<file path="src/rtl/matrix_stream_out.sv">
// rtl/matrix_stream_out.sv - snapshots an MxN matrix and streams it out one tagged element per handshake
module matrix_stream_out #(
  parameter int M = 3,
  parameter int N = 3,
  parameter int W = 32
) (
  input  logic                              clk,
  input  logic                              reset,
  input  logic                              start,
  input  logic                              transpose,
  input  logic [M*N*W-1:0]                  mat_in,
  output logic                              out_valid,
  input  logic                              out_ready,
  output logic [W-1:0]                      out_data,
  output logic [((M > 1) ? $clog2(M) : 1)-1:0] out_row,
  output logic [((N > 1) ? $clog2(N) : 1)-1:0] out_col,
  output logic                              out_first,
  output logic                              out_last,
  output logic                              busy,
  output logic                              done
);

  localparam int RW = (M > 1) ? $clog2(M) : 1;
  localparam int CW = (N > 1) ? $clog2(N) : 1;

  typedef enum logic [1:0] {IDLE, SEND, DONE} state_t;

  state_t         state, state_nxt;
  logic [W-1:0]   mat_q [M*N];
  logic [RW-1:0]  row_q, row_nxt;
  logic [CW-1:0]  col_q, col_nxt;
  logic           tr_q;
  logic           capture;
  logic           fire;
  logic           last_row, last_col;

  assign last_row = (row_q == RW'(M - 1));
  assign last_col = (col_q == CW'(N - 1));
  assign fire     = out_valid && out_ready;

  always_comb begin
    state_nxt = state;
    row_nxt   = row_q;
    col_nxt   = col_q;
    capture   = 1'b0;
    case (state)
      IDLE: begin
        if (start) begin
          capture   = 1'b1;
          state_nxt = SEND;
          row_nxt   = '0;
          col_nxt   = '0;
        end
      end
      SEND: begin
        if (fire) begin
          if (last_row && last_col) begin
            // Counters park at zero so idle outputs read as zero
            state_nxt = DONE;
            row_nxt   = '0;
            col_nxt   = '0;
          end else if (tr_q) begin
            if (last_row) begin
              row_nxt = '0;
              col_nxt = col_q + CW'(1);
            end else begin
              row_nxt = row_q + RW'(1);
            end
          end else begin
            if (last_col) begin
              col_nxt = '0;
              row_nxt = row_q + RW'(1);
            end else begin
              col_nxt = col_q + CW'(1);
            end
          end
        end
      end
      DONE:    state_nxt = IDLE;
      default: state_nxt = IDLE;
    endcase
  end

  always_ff @(posedge clk or posedge reset) begin
    if (reset) begin
      state <= IDLE;
      row_q <= '0;
      col_q <= '0;
      tr_q  <= 1'b0;
      for (int k = 0; k < M*N; k++) mat_q[k] <= '0;
    end else begin
      state <= state_nxt;
      row_q <= row_nxt;
      col_q <= col_nxt;
      if (capture) begin
        tr_q <= transpose;
        for (int k = 0; k < M*N; k++) mat_q[k] <= mat_in[k*W +: W];
      end
    end
  end

  assign out_valid = (state == SEND);
  assign busy      = (state != IDLE);
  assign done      = (state == DONE);
  assign out_row   = row_q;
  assign out_col   = col_q;
  assign out_first = out_valid && (row_q == '0) && (col_q == '0);
  assign out_last  = out_valid && last_row && last_col;

  always_comb begin
    out_data = '0;
    for (int k = 0; k < M*N; k++) begin
      if (out_valid && (k == int'(row_q) * N + int'(col_q))) out_data = mat_q[k];
    end
  end

endmodule

</file>
<file path="config.mk">
export PLATFORM = sky130hd
export DESIGN_NAME = matrix_stream_out
export DESIGN_NICKNAME = d
export VERILOG_FILES = /design/src/rtl/matrix_stream_out.sv
export SDC_FILE = /design/constraint.sdc
export NUM_CORES = 1
export LEC_CHECK = 0
export CELL_PAD_IN_SITES_DETAIL_PLACEMENT = 0
export CELL_PAD_IN_SITES_GLOBAL_PLACEMENT = 1
export CORE_MARGIN = 2
export CORE_UTILIZATION = 43
export DETAILED_ROUTE_END_ITERATION = 7
export GPL_TIMING_DRIVEN = 0
export HOLD_SLACK_MARGIN = 0.03
export PLACE_DENSITY_LB_ADDON = 0.1
export RECOVER_POWER = 50
export SYNTH_ARGS = -nofsm -noshare
export SYNTH_HDL_FRONTEND = slang
export SYNTH_SLANG_ARGS = --single-unit
</file>
<file path="constraint.sdc">
create_clock -name clk -period 19.7 [get_ports clk]
set_input_delay 1.97 -clock clk [delete_from_list [all_inputs] [get_ports clk]]
set_output_delay 1.97 -clock clk [all_outputs]
set_load 0.05 [all_outputs]
</file>
# Word level (Yosys, flattened, before mapping)
# Cells that the tools add are included.
[word_totals] regBits=295 latch_bits=0 mem_bits_rw=0 rom_bits=0 inputBits=293 output_inout_bits=41 elab_cells=86 memories=0
[op_classes] n_addsub=3 n_mul=1 div=0 order_cmp=0 n_eq_ne=17 n_shift=0 mux=28 bitwise_logic=0 n_reduce_logical=24
[op_table] op="$mux 32" n=9
[op_table] op="$eq 4x32->1 const A" n=4
[op_table] op="$eq 3x32->1 const A" n=2
[op_table] op="$eq 2x32->1 const A" n=1
[op_table] op="$logic_not 32->1" n=1
[op_table] op="$mux 2" n=14
[op_table] op="$logic_and 1x1->1" n=15
[op_table] op="$pmux 2 s2" n=3
[op_table] op="$reduce_and 4->1" n=2
[op_table] op="$eq 2x2->1 const B" n=3
[op_table] op="$logic_not 2->1" n=3
[op_table] op="$add 4x2->5" n=1
[op_table] op="$eq 4x5->1 const A" n=1
[op_table] op="$add 2x1->2 const B" n=2
[op_table] op="$mul 2x2->4 const B" n=1
[op_table] op="$ne 2x1->1 const B" n=2
[op_table] op="$ne 4x1->1 const B" n=1
[op_table] op="$ne 4x2->1 const B" n=1
[op_table] op="$reduce_bool 2->1" n=2
[op_table] op="$reduce_and 3->1" n=1
[op_table] op="$eq 2x1->1 const B" n=1
[op_table] op="$mux 1" n=2
[op_table] op="$ne 2x2->1 const B" n=1

# Depth between registers and ports, before layout
[depth] word_depth=13 ltp_mapped=13

# Least setup slack after synthesis
# OpenSTA, ideal clock, no wires.
[synth_path] path_type="register to output" start="register row_q[0] (netlist: out_row[0])" end="output out_data[28]" arrival_ns=4.619 required_time_ns=17.730 setup_slack_ns=13.111 path_stages_with_launch=14 path_buffers=2 cell_sequence="dfrtp_1 -> inv_1 -> fa_1 -> inv_1 -> ha_1 -> inv_1 -> fa_1 -> and4b_1 -> buf_2 -> buf_4 -> nand3_1 -> a21oi_1 -> a211oi_1 -> o41ai_1"
[synth_via] elab_chain_len=13 word_cells_on_any_way=29 classes_between="add/sub: 1; mul: 1; eq/ne: 8; mux: 9; reduce/logical: 10"
[synth_lines] element="start, declared" line="30" text="logic [RW-1:0] row_q, row_nxt;"
[synth_lines] element="start signal, assigned" line="93" text="row_q <= row_nxt;"
[synth_lines] element="$mul 2x2->4 (*)" line="113" text="if (out_valid && (k == int'(row_q) * N + int'(col_q))) out_data = mat_q[k];"
[synth_lines] element="$add 4x2->5 (*)" line="113"
[synth_lines] element="$logic_not 32->1" line="113"
[synth_lines] element="$logic_and 1x1->1" line="113"
[synth_lines] element="$mux 32 (8 in series)" line="113"
[synth_lines] element="$mux 32 (*)" line="113"
[synth_lines] element="end, declared" line="14" text="output logic [W-1:0] out_data,"
# Every way passes the cells marked *; elsewhere a longest branch is shown, timed or not.

==> metrics.yaml <==
post_cts_buffers: 0
path_clk_slew_ns: 0.05
final-hold-violation-count: 0
worstSetupEndpointType: "async pin"
dp_cells: 1699
drt-initial-drc-count: 562
synth.most_common_cell: "dfrtp_1"
syn_nets: 1262
holdBufCountCts: 0
drive_gt1_share_pct: 31.3
dp_hpwl_mm: 32.7
cap_violations: 3
grt_pass1_vias: 10300
syn_area_per_cell_sq_um: 14.1
synthFlopType: "dfrtp_1"
clockRootBuffer: "clkbuf_16"
nNetsFinal: 1633
syn_area_sq_mm: 0.0136
crit_type: "input port to async pin"
ys_top_cells_by_count: "dfrtp_1, mux2_2, buf_2"
routed_wl_mm: 44.0
routedWlPerCell_um: 24.9
syn_inst: 962
io-pin-count: 334
numCtsBuffers: 34
setup_tns_ns: 0
status: "finished, violations left"
via_per_inst: 5.53
grt.total_usage_pct: 27.0
fp.dieW_um: 182
synth_cell_types: 54
area_delta_synth_final_pct: 36.6
grt_pass1_wl_mm: 65.6
fin_crit_ns: 9.90
critPathArrivalTime_ns: 8.95
htreeDepth: 2
synth.area.top_cells: "dfrtp_1, mux2_2, mux4_2, mux2i_1, buf_2"
die_h_um: 182
portBuffers: 333
core_sq_mm: 0.0313
yosys.area.top_type_share_pct: 54.5
drv_slew: 300
synth_enable_flop_cells: 0
antenna_found_initial: 12
initial_core_util_pct: 43.3
vias: 9763
firstDrtPassIters: 5
ys_seq_area_share_pct: 54.5
min_path_type: "register to register"
detail-route-antenna-nets: 0
final.setup_skew_ns: 0.0197
clock_sinks: 295
cts_tree: "done"
fmax_mhz: 101
die-area_sq_mm: 0.0329
synthArstFlopShare_pct: 100
timing.final.crit_share_pct: 50.2
cts_max_path_buffers: 3
tightest_slew_ns: 6.33
gp_congestion: 0.839
synth_warnings: 0
cp_max_fo: 120
relSlewSlack_pct: -322
violations: "max-capacitance violations, max-slew violations"
yosysTopAreaCell: "dfrtp_1"
synth_seq_cells: 295
grt.overflow.total: 0
route.detailed.drc: 0
grt_max_degree: 121
clk_latency_ns: 0.53
worst_setup_path_start_kind: "input port"
final_cells: 1766
setup_violations: 0
n_fill_cell: 2544
rows: 65
rsz0062_at_grt: "no"
cts_resized: 0
required_ns: 18.76
-- area by class of cell --
class / count / area (sq um) / share of cell area (%)
Sequential cell: 295 / 7380 / 39.9
Multi-Input combinational cell: 588 / 5780 / 31.2
Timing Repair Buffer: 335 / 3340 / 18.0
Clock buffer: 49 / 1010 / 5.44
Tap cell: 402 / 503 / 2.72
Buffer: 67 / 342 / 1.85
Clock inverter: 9 / 91.3 / 0.493
Inverter: 12 / 46.3 / 0.250
Antenna cell: 9 / 22.5 / 0.122
-- per-stage QoR --
stage	hold WS [ns]	instance area [sq um]	setup slack (ns)	utilization, %
2_1_floorplan	0.459	13600	9.58	-
3_3_place_gp	0.473	17400	5.43	55.5
3_5_place_dp	0.480	17400	13.06	55.7
4_1_cts	0.492	18500	12.46	59.2
5_1_grt	0.512	18500	8.02	59.1
6_report	0.493	18500	9.80	59.1
-- metal layers --
metal	share of wire (%)	wire (um)	vias up	track usage (%)
met5	0.059	26	-	0
met4	1.9	830	4	6.89
met3	8.3	3640	53	8.16
met2	46	20200	358	42.1
met1	44	19300	4972	37.2
li1	-	-	4376	-
-- logic make-up (layout without fill, tap and decap cells) --
logic type                 after synthesis  in the layout  share of synthesized area [%]
other                                    0              9                              0
muxes                                  349            349                           31.0
and+or+nand+nor                         91             91                           3.47
buffers and inverters                   79            472                           2.89
AOI/OAI and AO/OA                      141            141                           7.38
adders and majority gates                7              7                          0.757
DFF                                    295            295                           54.5
-- final timing paths --
path	from	endpoint	slack, ns	depth (start not counted)
max reg2reg	state[0]	mat_q[72]	16.81	5
max in group clk	out_row[0]	out_data[19]	12.47	13
min in group asynchronous	reset	mat_q[244]	2.80	2
max	reset	mat_q[231]	9.80	3
min	mat_q[35]	mat_q[35]	0.49	1
min reg2reg	mat_q[35]	mat_q[35]	0.49	1
-- sequential cells by signal, indices dropped and copies added, names as in the netlist --
name,count
state,2
mat_q,288
out_row,2
out_col,2
tr_q,1
-- critical path: stages --
cell and delay [ns]:
dlygate4sd3_1 0.55, clkinvlp_2 1.75, clkbuf_1 4.52
-- cells in the final DEF, fill, tap and decap left out, types with 13 or more instances in the layout --
cell type        count
mux2i_1             33
clkbuf_1            23
a21oi_1             28
o22ai_1             18
mux4_2              28
a222oi_1            16
mux2_2             287
nor2_1              24
buf_2               42
o21ai_0             13
clkdlybuf4s50_1    330
dfrtp_1            295
nand2_1             32
clkbuf_16           34
o21ai_1             15
Power is left out: the tool's default activity adds up to more than one toggle a clock period on the data nets, which glitch-free logic cannot reach.
